<file path="config.mk">
export PLATFORM = sky130hd
export DESIGN_NAME = muldiv_sequencer
export DESIGN_NICKNAME = d
export VERILOG_FILES = /design/src/rtl/muldiv_sequencer.sv
export SDC_FILE = /design/constraint.sdc
export NUM_CORES = 2
export LEC_CHECK = 0
export ABC_AREA = 1
export BUFFER_PORTS_ARGS = -buffer_cell sky130_fd_sc_hd__clkbuf_2
export CAP_MARGIN = 20
export CORE_ASPECT_RATIO = 0.7
export CORE_UTILIZATION = 52
export DETAILED_ROUTE_END_ITERATION = 7
export PLACE_DENSITY = 0.66
export SLEW_MARGIN = 5
export SYNTH_ARGS = -nofsm -noshare
export SYNTH_HDL_FRONTEND = slang
export SYNTH_SLANG_ARGS = --single-unit
</file>
<file path="constraint.sdc">
create_clock -name clk -period 12.81 [get_ports clk]
set_input_delay 1.281 -clock clk [delete_from_list [all_inputs] [get_ports clk]]
set_output_delay 1.281 -clock clk [all_outputs]
set_load 0.1 [all_outputs]
</file>
<file path="src/rtl/muldiv_sequencer.sv">
// Multi-cycle RV32M sequencer: single-cycle multiply, 32-step restoring divide,
// with pipeline stall/done handshake toward the EX stage.
module muldiv_sequencer #(
  parameter int XLEN = 32
) (
  input  logic            clk,
  input  logic            rst,
  input  logic            start,
  input  logic [4:0]      alu_control,
  input  logic [XLEN-1:0] op_a,
  input  logic [XLEN-1:0] op_b,
  input  logic            flush,
  output logic            stall,
  output logic            busy,
  output logic            done,
  output logic [XLEN-1:0] result,
  output logic [1:0]      dbg_state
);

  typedef enum logic [1:0] {S_IDLE, S_MUL, S_DIV, S_FIN} state_t;

  state_t          state_q, state_d;
  logic [4:0]      cnt_q, cnt_d;
  logic            done_q, done_d;
  logic [XLEN-1:0] result_q, result_d;
  logic [XLEN-1:0] rem_q, rem_d;
  logic [XLEN-1:0] quo_q, quo_d;
  logic [XLEN-1:0] dvs_q, dvs_d;
  logic            is_rem_q, is_rem_d;
  logic            q_neg_q, q_neg_d;
  logic            r_neg_q, r_neg_d;

  logic            accept;
  logic            a_sgn_mul, b_sgn_mul;
  logic [63:0]     mul_a, mul_b, prod;
  logic [XLEN-1:0] mul_res;
  logic            div_sgn, a_neg, b_neg, div_zero, div_ovf;
  logic [XLEN-1:0] mag_a, mag_b;
  logic [XLEN:0]   trial, diff;
  logic            q_bit;
  logic [XLEN-1:0] rem_step, quo_step, q_fix, r_fix, div_res;
  logic            unused_bits;

  assign unused_bits = alu_control[3];

  // Handshake: accept when IDLE & start & M-op & !flush; stall holds the
  // pipeline from the accept cycle until the cycle in which done is high.
  assign accept    = (state_q == S_IDLE) && start && alu_control[4] && !flush;
  assign busy      = (state_q != S_IDLE);
  assign done      = done_q;
  assign result    = result_q;
  assign stall     = !rst && (accept || (busy && !done_q));
  assign dbg_state = state_q;

  always_comb begin
    a_sgn_mul = (alu_control[1:0] == 2'b01) || (alu_control[1:0] == 2'b10);
    b_sgn_mul = (alu_control[1:0] == 2'b01);
    mul_a     = {{32{a_sgn_mul & op_a[31]}}, op_a};
    mul_b     = {{32{b_sgn_mul & op_b[31]}}, op_b};
    prod      = mul_a * mul_b;
    mul_res   = (alu_control[1:0] == 2'b00) ? prod[31:0] : prod[63:32];

    div_sgn   = !alu_control[0];
    a_neg     = div_sgn & op_a[31];
    b_neg     = div_sgn & op_b[31];
    mag_a     = a_neg ? (32'd0 - op_a) : op_a;
    mag_b     = b_neg ? (32'd0 - op_b) : op_b;
    div_zero  = (op_b == 32'd0);
    div_ovf   = div_sgn && (op_a == 32'h8000_0000) && (op_b == 32'hFFFF_FFFF);

    // One restoring step: shift in the next dividend bit, subtract if it fits.
    trial     = {rem_q, quo_q[31]};
    diff      = trial - {1'b0, dvs_q};
    q_bit     = !diff[XLEN];
    rem_step  = q_bit ? diff[XLEN-1:0] : trial[XLEN-1:0];
    quo_step  = {quo_q[30:0], q_bit};
    q_fix     = q_neg_q ? (32'd0 - quo_step) : quo_step;
    r_fix     = r_neg_q ? (32'd0 - rem_step) : rem_step;
    div_res   = is_rem_q ? r_fix : q_fix;
  end

  always_comb begin
    state_d  = state_q;
    cnt_d    = cnt_q;
    done_d   = 1'b0;
    result_d = result_q;
    rem_d    = rem_q;
    quo_d    = quo_q;
    dvs_d    = dvs_q;
    is_rem_d = is_rem_q;
    q_neg_d  = q_neg_q;
    r_neg_d  = r_neg_q;
    case (state_q)
      S_IDLE: begin
        if (accept) begin
          if (!alu_control[2]) begin
            result_d = mul_res;
            done_d   = 1'b1;
            state_d  = S_MUL;
          end else if (div_zero) begin
            result_d = alu_control[1] ? op_a : 32'hFFFF_FFFF;
            done_d   = 1'b1;
            state_d  = S_FIN;
          end else if (div_ovf) begin
            result_d = alu_control[1] ? 32'd0 : 32'h8000_0000;
            done_d   = 1'b1;
            state_d  = S_FIN;
          end else begin
            rem_d    = 32'd0;
            quo_d    = mag_a;
            dvs_d    = mag_b;
            is_rem_d = alu_control[1];
            q_neg_d  = a_neg ^ b_neg;
            r_neg_d  = a_neg;
            cnt_d    = 5'd0;
            state_d  = S_DIV;
          end
        end
      end
      S_DIV: begin
        rem_d = rem_step;
        quo_d = quo_step;
        cnt_d = cnt_q + 5'd1;
        // Sign correction is folded into the last step so done shows in FIN.
        if (cnt_q == 5'd31) begin
          result_d = div_res;
          done_d   = 1'b1;
          cnt_d    = 5'd0;
          state_d  = S_FIN;
        end
      end
      S_MUL, S_FIN: state_d = S_IDLE;
      default:      state_d = S_IDLE;
    endcase
    if (flush) begin
      state_d  = S_IDLE;
      cnt_d    = 5'd0;
      done_d   = 1'b0;
      result_d = result_q;
    end
  end

  always_ff @(posedge clk or posedge rst) begin
    if (rst) begin
      state_q  <= S_IDLE;
      cnt_q    <= 5'd0;
      done_q   <= 1'b0;
      result_q <= 32'd0;
      rem_q    <= 32'd0;
      quo_q    <= 32'd0;
      dvs_q    <= 32'd0;
      is_rem_q <= 1'b0;
      q_neg_q  <= 1'b0;
      r_neg_q  <= 1'b0;
    end else begin
      state_q  <= state_d;
      cnt_q    <= cnt_d;
      done_q   <= done_d;
      result_q <= result_d;
      rem_q    <= rem_d;
      quo_q    <= quo_d;
      dvs_q    <= dvs_d;
      is_rem_q <= is_rem_d;
      q_neg_q  <= q_neg_d;
      r_neg_q  <= r_neg_d;
    end
  end

endmodule

</file>
**Word level (Yosys, flattened, before mapping)**

Index checks and enable logic that the tools add are counted.

- Eq/ne operators: 19
- Add/subtract/negate cells: 6
- $mul: 1
- Bitwise gates (word level): 8
- Reductions and logical operators: 26
- Muxes and demuxes: 46

Operators with widths:

| operator | number |
|---|---|
| 2-to-1 mux 32 bit | 22 |
| case mux 32 bit (2 select lines) | 3 |
| subtractor 1 x 32 -> 32 bit (first input constant) | 4 |
| == test 32 bit (second input constant) | 2 |
| multiplier 33 x 33 -> 64 bit | 1 |
| subtractor 33 x 32 -> 33 bit | 1 |
| zero test 32 bit | 1 |
| 2-to-1 mux 5 bit | 6 |
| AND reduction 5 bit | 4 |
| inequality test 3 bit (second input constant) | 5 |
| inequality test 2 bit (second input constant) | 5 |
| case mux 5 bit (2 select lines) | 1 |
| 2-to-1 mux 1 bit | 8 |
| 2-to-1 mux 2 bit | 4 |
| logical AND 1 bit | 7 |
| == test 2 bit (second input constant) | 3 |
| case mux 2 bit (3 select lines) | 1 |
| adder 5 x 1 -> 5 bit (second input constant) | 1 |
| == test 5 bit (second input constant) | 1 |
| zero test 1 bit | 5 |
| bitwise AND 1 bit | 4 |
| == test 2 x 1 -> 1 bit (second input constant) | 2 |
| zero test 2 bit | 2 |
| inequality test 4 bit (second input constant) | 1 |
| other kinds (8) | 12 |

- Output and inout bits: 37
- Input port bits: 73
- Flip-flop bits (word level): 139
- Logic and storage cells: 116

**Longest topological paths before layout**

- Depth in word-level cells: 9
- Depth in mapped cells: 37
- Depth with buffers taken out: 36

**Least setup slack after synthesis**

OpenSTA, ideal clock, no wires.

- Path type: input to register
- From: input alu_control[1]
- To: register result_q[27] (netlist: result[27])
- Library setup time: 0.120 ns
- Buffers on the path: 1
- Stages: 35
- Arrival time: 8.793 ns
- Required time: 12.690 ns
- Setup slack: 3.898 ns
- Cells stage by stage: inv_1 > ha_1 > nand2_1 > clkbuf_1 > nor2_1 > fa_1 > inv_1 > fa_1 > inv_1 > fa_1 > inv_1 > fa_1 > fa_1 > fa_1 > fa_1 > fa_1 > inv_1 > ha_1 > nand2_1 > nor2_1 > inv_1 > nor2_1 > nand2_1 > nor3_1 > nand2_1 > o211ai_1 > nand3_1 > nand2_1 > nand2_1 > nand3_1 > nand3_1 > nand2_1 > a21oi_1 > nand2_1 > nand2_1

- Longest elaborated chain between the ends: 8
- Elaborated cells on any way between the ends: 13
- Those cells by class: 1 x mul; 2 x eq/ne; 6 x mux; 2 x bitwise; 2 x reduce/logical

Ends and longest elaborated chain:

| element | RTL line | RTL |
|---|---|---|
| start: declaration | 9 | `input logic [4:0] alu_control,` |
| == test 2 x 1 -> 1 bit / == test 2 bit (equally long branches) | 56, 57 |  |
| logical OR 1 bit | 56 | `a_sgn_mul = (alu_control[1:0] == 2'b01) \|\| (alu_control[1:0] == 2'b10);` |
| bitwise AND 1 bit | 58 | `mul_a = {{32{a_sgn_mul & op_a[31]}}, op_a};` |
| multiplier 33 x 33 -> 64 bit | 60 | `prod = mul_a * mul_b;` |
| 2-to-1 mux 32 bit | 61 | `mul_res = (alu_control[1:0] == 2'b00) ? prod[31:0] : prod[63:32];` |
| 2-to-1 mux 32 bit (*) | 96 | `if (!alu_control[2]) begin` |
| 2-to-1 mux 32 bit (*) | 95 | `if (accept) begin` |
| case mux 32 bit (2 select lines) (*) | 93 | `case (state_q)` |
| end signal: assignment | 159 | `result_q <= result_d;` |
| end: declaration | 25 | `logic [XLEN-1:0] result_q, result_d;` |

Every way passes the cells marked *; elsewhere a longest branch is shown, timed or not. The select of a mux whose other input is x is not followed.
A chain may end at the register's enable or synchronous reset.

**Final worst setup path**

- From: input alu_control[1]
- To: register result_q[8] (netlist: result[8])

The elaborated chain is that of the path after synthesis.

==> impl_metrics.yaml <==
place:
  port-buffer-count: 108
  gp_congestion: 0.990
  hpwl_mm: 141
  placed_cell_area_mm2: 0.0540
  place_ws_ps: 2190
drt:
  route.vias.total: 45200
  drtIter0Drc: 4780
  vias_per_cell: 5.47
  routed_wirelength_mm: 175
  detail_route.wl_per_cell_um: 21.2
  drc_errors: 0
  dr.pass1.iters: 7
  ant_nets: 0
clock_network:
  cts.sinks: 139
  cts_resized: 0
  clock_latency_ps: 460
  cts_made_buffers: 17
  hold_buffers: 0
  clk_pin_slew_ps: 70
  cts-root-buf: "clkbuf_16"
  cts_tree: "built"
  clock_path_buffers: 2
  postCtsSetupBuffers: 0
  h-tree-depth: 4
timing:
  max_clock_freq_ghz: 0.0960
  tightest_slew_ps: 1140
  final.setup_skew_ps: 13.4
  finalCritPeriodShare_pct: 81.3
  rsz0062_at_grt: "no"
  slew_headroom_pct: 23.8
  hold_viol: 0
  setup_slack_ps: 2390
  drv_slew: 0
  fin_crit_ps: 10420
  finalSetupViolCount: 0
  hold_slack_ps: 484
  final.setup.tns_ps: 0
floorplan:
  io_pins: 110
  start_util_pct: 52.5
  fp.dieH_um: 268
  core_mm2: 0.100
  die_w_um: 382
  die_area_mm2: 0.102
  rows: 97
worst_setup_path:
  critPathMaxStageDelay_ps: 620
  rrSetupSlack_ps: 6630
  start_kind: "primary input"
  endpoint_kind: "flop"
  critPathKind: "primary input to flop"
  worstPathRequired_ps: 13150
  r2r_end: "result[30]"
  r2r_cells: 29
  slowest_stage: "fa_1"
  arrival_ps: 10760
  cp_max_fo: 16
  r2r_start: "quo_q[31]"
  crit_top_cell: "fa_1"
logic_synthesis:
  seq_area_frac_synth_pct: 6.62
  synthDistinctLibCells: 59
  ys_seq_elements: 139
  avgSynthCellArea_um2: 7.45
  ys_async_sr_fraction_pct: 100
  yosysTopAreaCell: "fa_1"
  synth_top_area_share_pct: 42.9
  synth_area_mm2: 0.0526
  yosys_warnings: 0
  syn_inst: 7052
  yosys-top-cells-area: "fa_1, inv_1, nand2_1"
  yosysMostFrequentCell: "inv_1"
  synthTopCellsByCount: "inv_1, nand2_1, fa_1, nor2_1, ha_1"
  synth_ff_type: "dfrtp_1"
  syn_nets: 8504
  synth_enable_flop_cells: 0
worst_hold_path:
  holdPathEnd: "result[16]"
  whs_path_depth: 2
  hold_class: "flop to flop"
  min-delay-start: "result[16]"
grt:
  grtUsageTotal_pct: 35.4
  grt_pass1_vias: 45500
  antenna_found_initial: 4
  grt_pass1_wl_mm: 276
  use_met1_pct: 53.6
  grtUsageMet2_pct: 51.1
  grt_util_met3_pct: 8.29
  grt_max_degree: 98
  top_usage_layer: "met1"
  grt_overflow: 0
layout:
  design_area_mm2: 0.0546
  drive_gt1_share_pct: 4.63
  final_nets: 8367
  area_delta_synth_final_pct: 3.95
  nFillCells: 9725
outcome:
  status: "finished, final reports clean"
flow_run:
  drv_cap: 0
placed cells by master (no fill, tap or decap), drive strengths merged, types with 32 or more instances in the layout:
cell and count:
nor2 352, dfrtp 139, o22ai 42, buf 85
a21oi 227, nand4 42, o21ai 217, fa 1126
ha 253, inv 1883, xor2 57, nand2 1902
nor3 47, clkbuf 127, a31oi 32, nand3 194
through the flow:
| stage | cells | utilization (%) |
|---|---|---|
| 4_1_cts | 8262 | 54.5 |
| 5_1_grt | 8265 | 54.6 |
| 6_report | 8267 | 54.6 |
| 3_3_place_gp | 8230 | 54.0 |
| 2_1_floorplan | 7052 | - |
| 3_5_place_dp | 8230 | 54.0 |
cell type report:
class,instances,area (um^2),share of cell area [%]
antenna,3,7.51,0.0137
clock buffer,18,429,0.785
clock inverter,14,153,0.279
inverter,1878,7060,12.9
multi-input combinational,4685,40700,74.4
sequential,139,3480,6.37
tap,1336,1670,3.06
timing repair buffer,194,1190,2.18
worst max-delay path: cells and delay by family:
| kind | cells | cell delay [ps] |
|---|---|---|
| compound gates | 9 | 2260 |
| fa+ha+maj | 10 | 4920 |
| simple gates | 4 | 1010 |
| buf+inv | 7 | 1240 |
how the worst max path moves through the flow:
stage                         startpoint          to  slack [ps]  cells after the start
after floorplan           alu_control[1]  result[27]        3900                     35
after global placement    alu_control[1]  result[31]        2240                     31
after detailed placement  alu_control[1]  result[31]        2190                     31
after CTS                 alu_control[1]  result[31]        2620                     31
after global routing      alu_control[1]  result[31]        2010                     31
final                     alu_control[1]   result[8]        2390                     30
metal layers:
metal  routed length (um)  vias to the layer above  part of all wire, %
met1                77900                    22500                   44
met4                 4520                        7                  2.6
li1                     -                    20200                    -
met2                72400                     2239                   41
met3                20000                      240                   11
met5                  233                        -                 0.13
registers in the layout, indices dropped and copies added, names as in the netlist:
signal and flops:
quo_q 32, done 1, dbg_state 2, result 32
rem_q 32, r_neg_q 1, cnt_q 5, is_rem_q 1
q_neg_q 1, dvs_q 32
cells by family after synthesis:
kind of cell | count (synthesis) | share of synthesized area, %
AOI/OAI and AO/OA | 628 | 6.86
xor gates and xnor gates | 85 | 1.42
adders and majority gates | 1379 | 48.9
buffers and inverters | 2228 | 16.1
DFF | 139 | 6.62
and+or+nand+nor | 2593 | 20.1
Power is left out: the tool's default activity adds up to more than one toggle a clock period on the data nets, which glitch-free logic cannot reach.
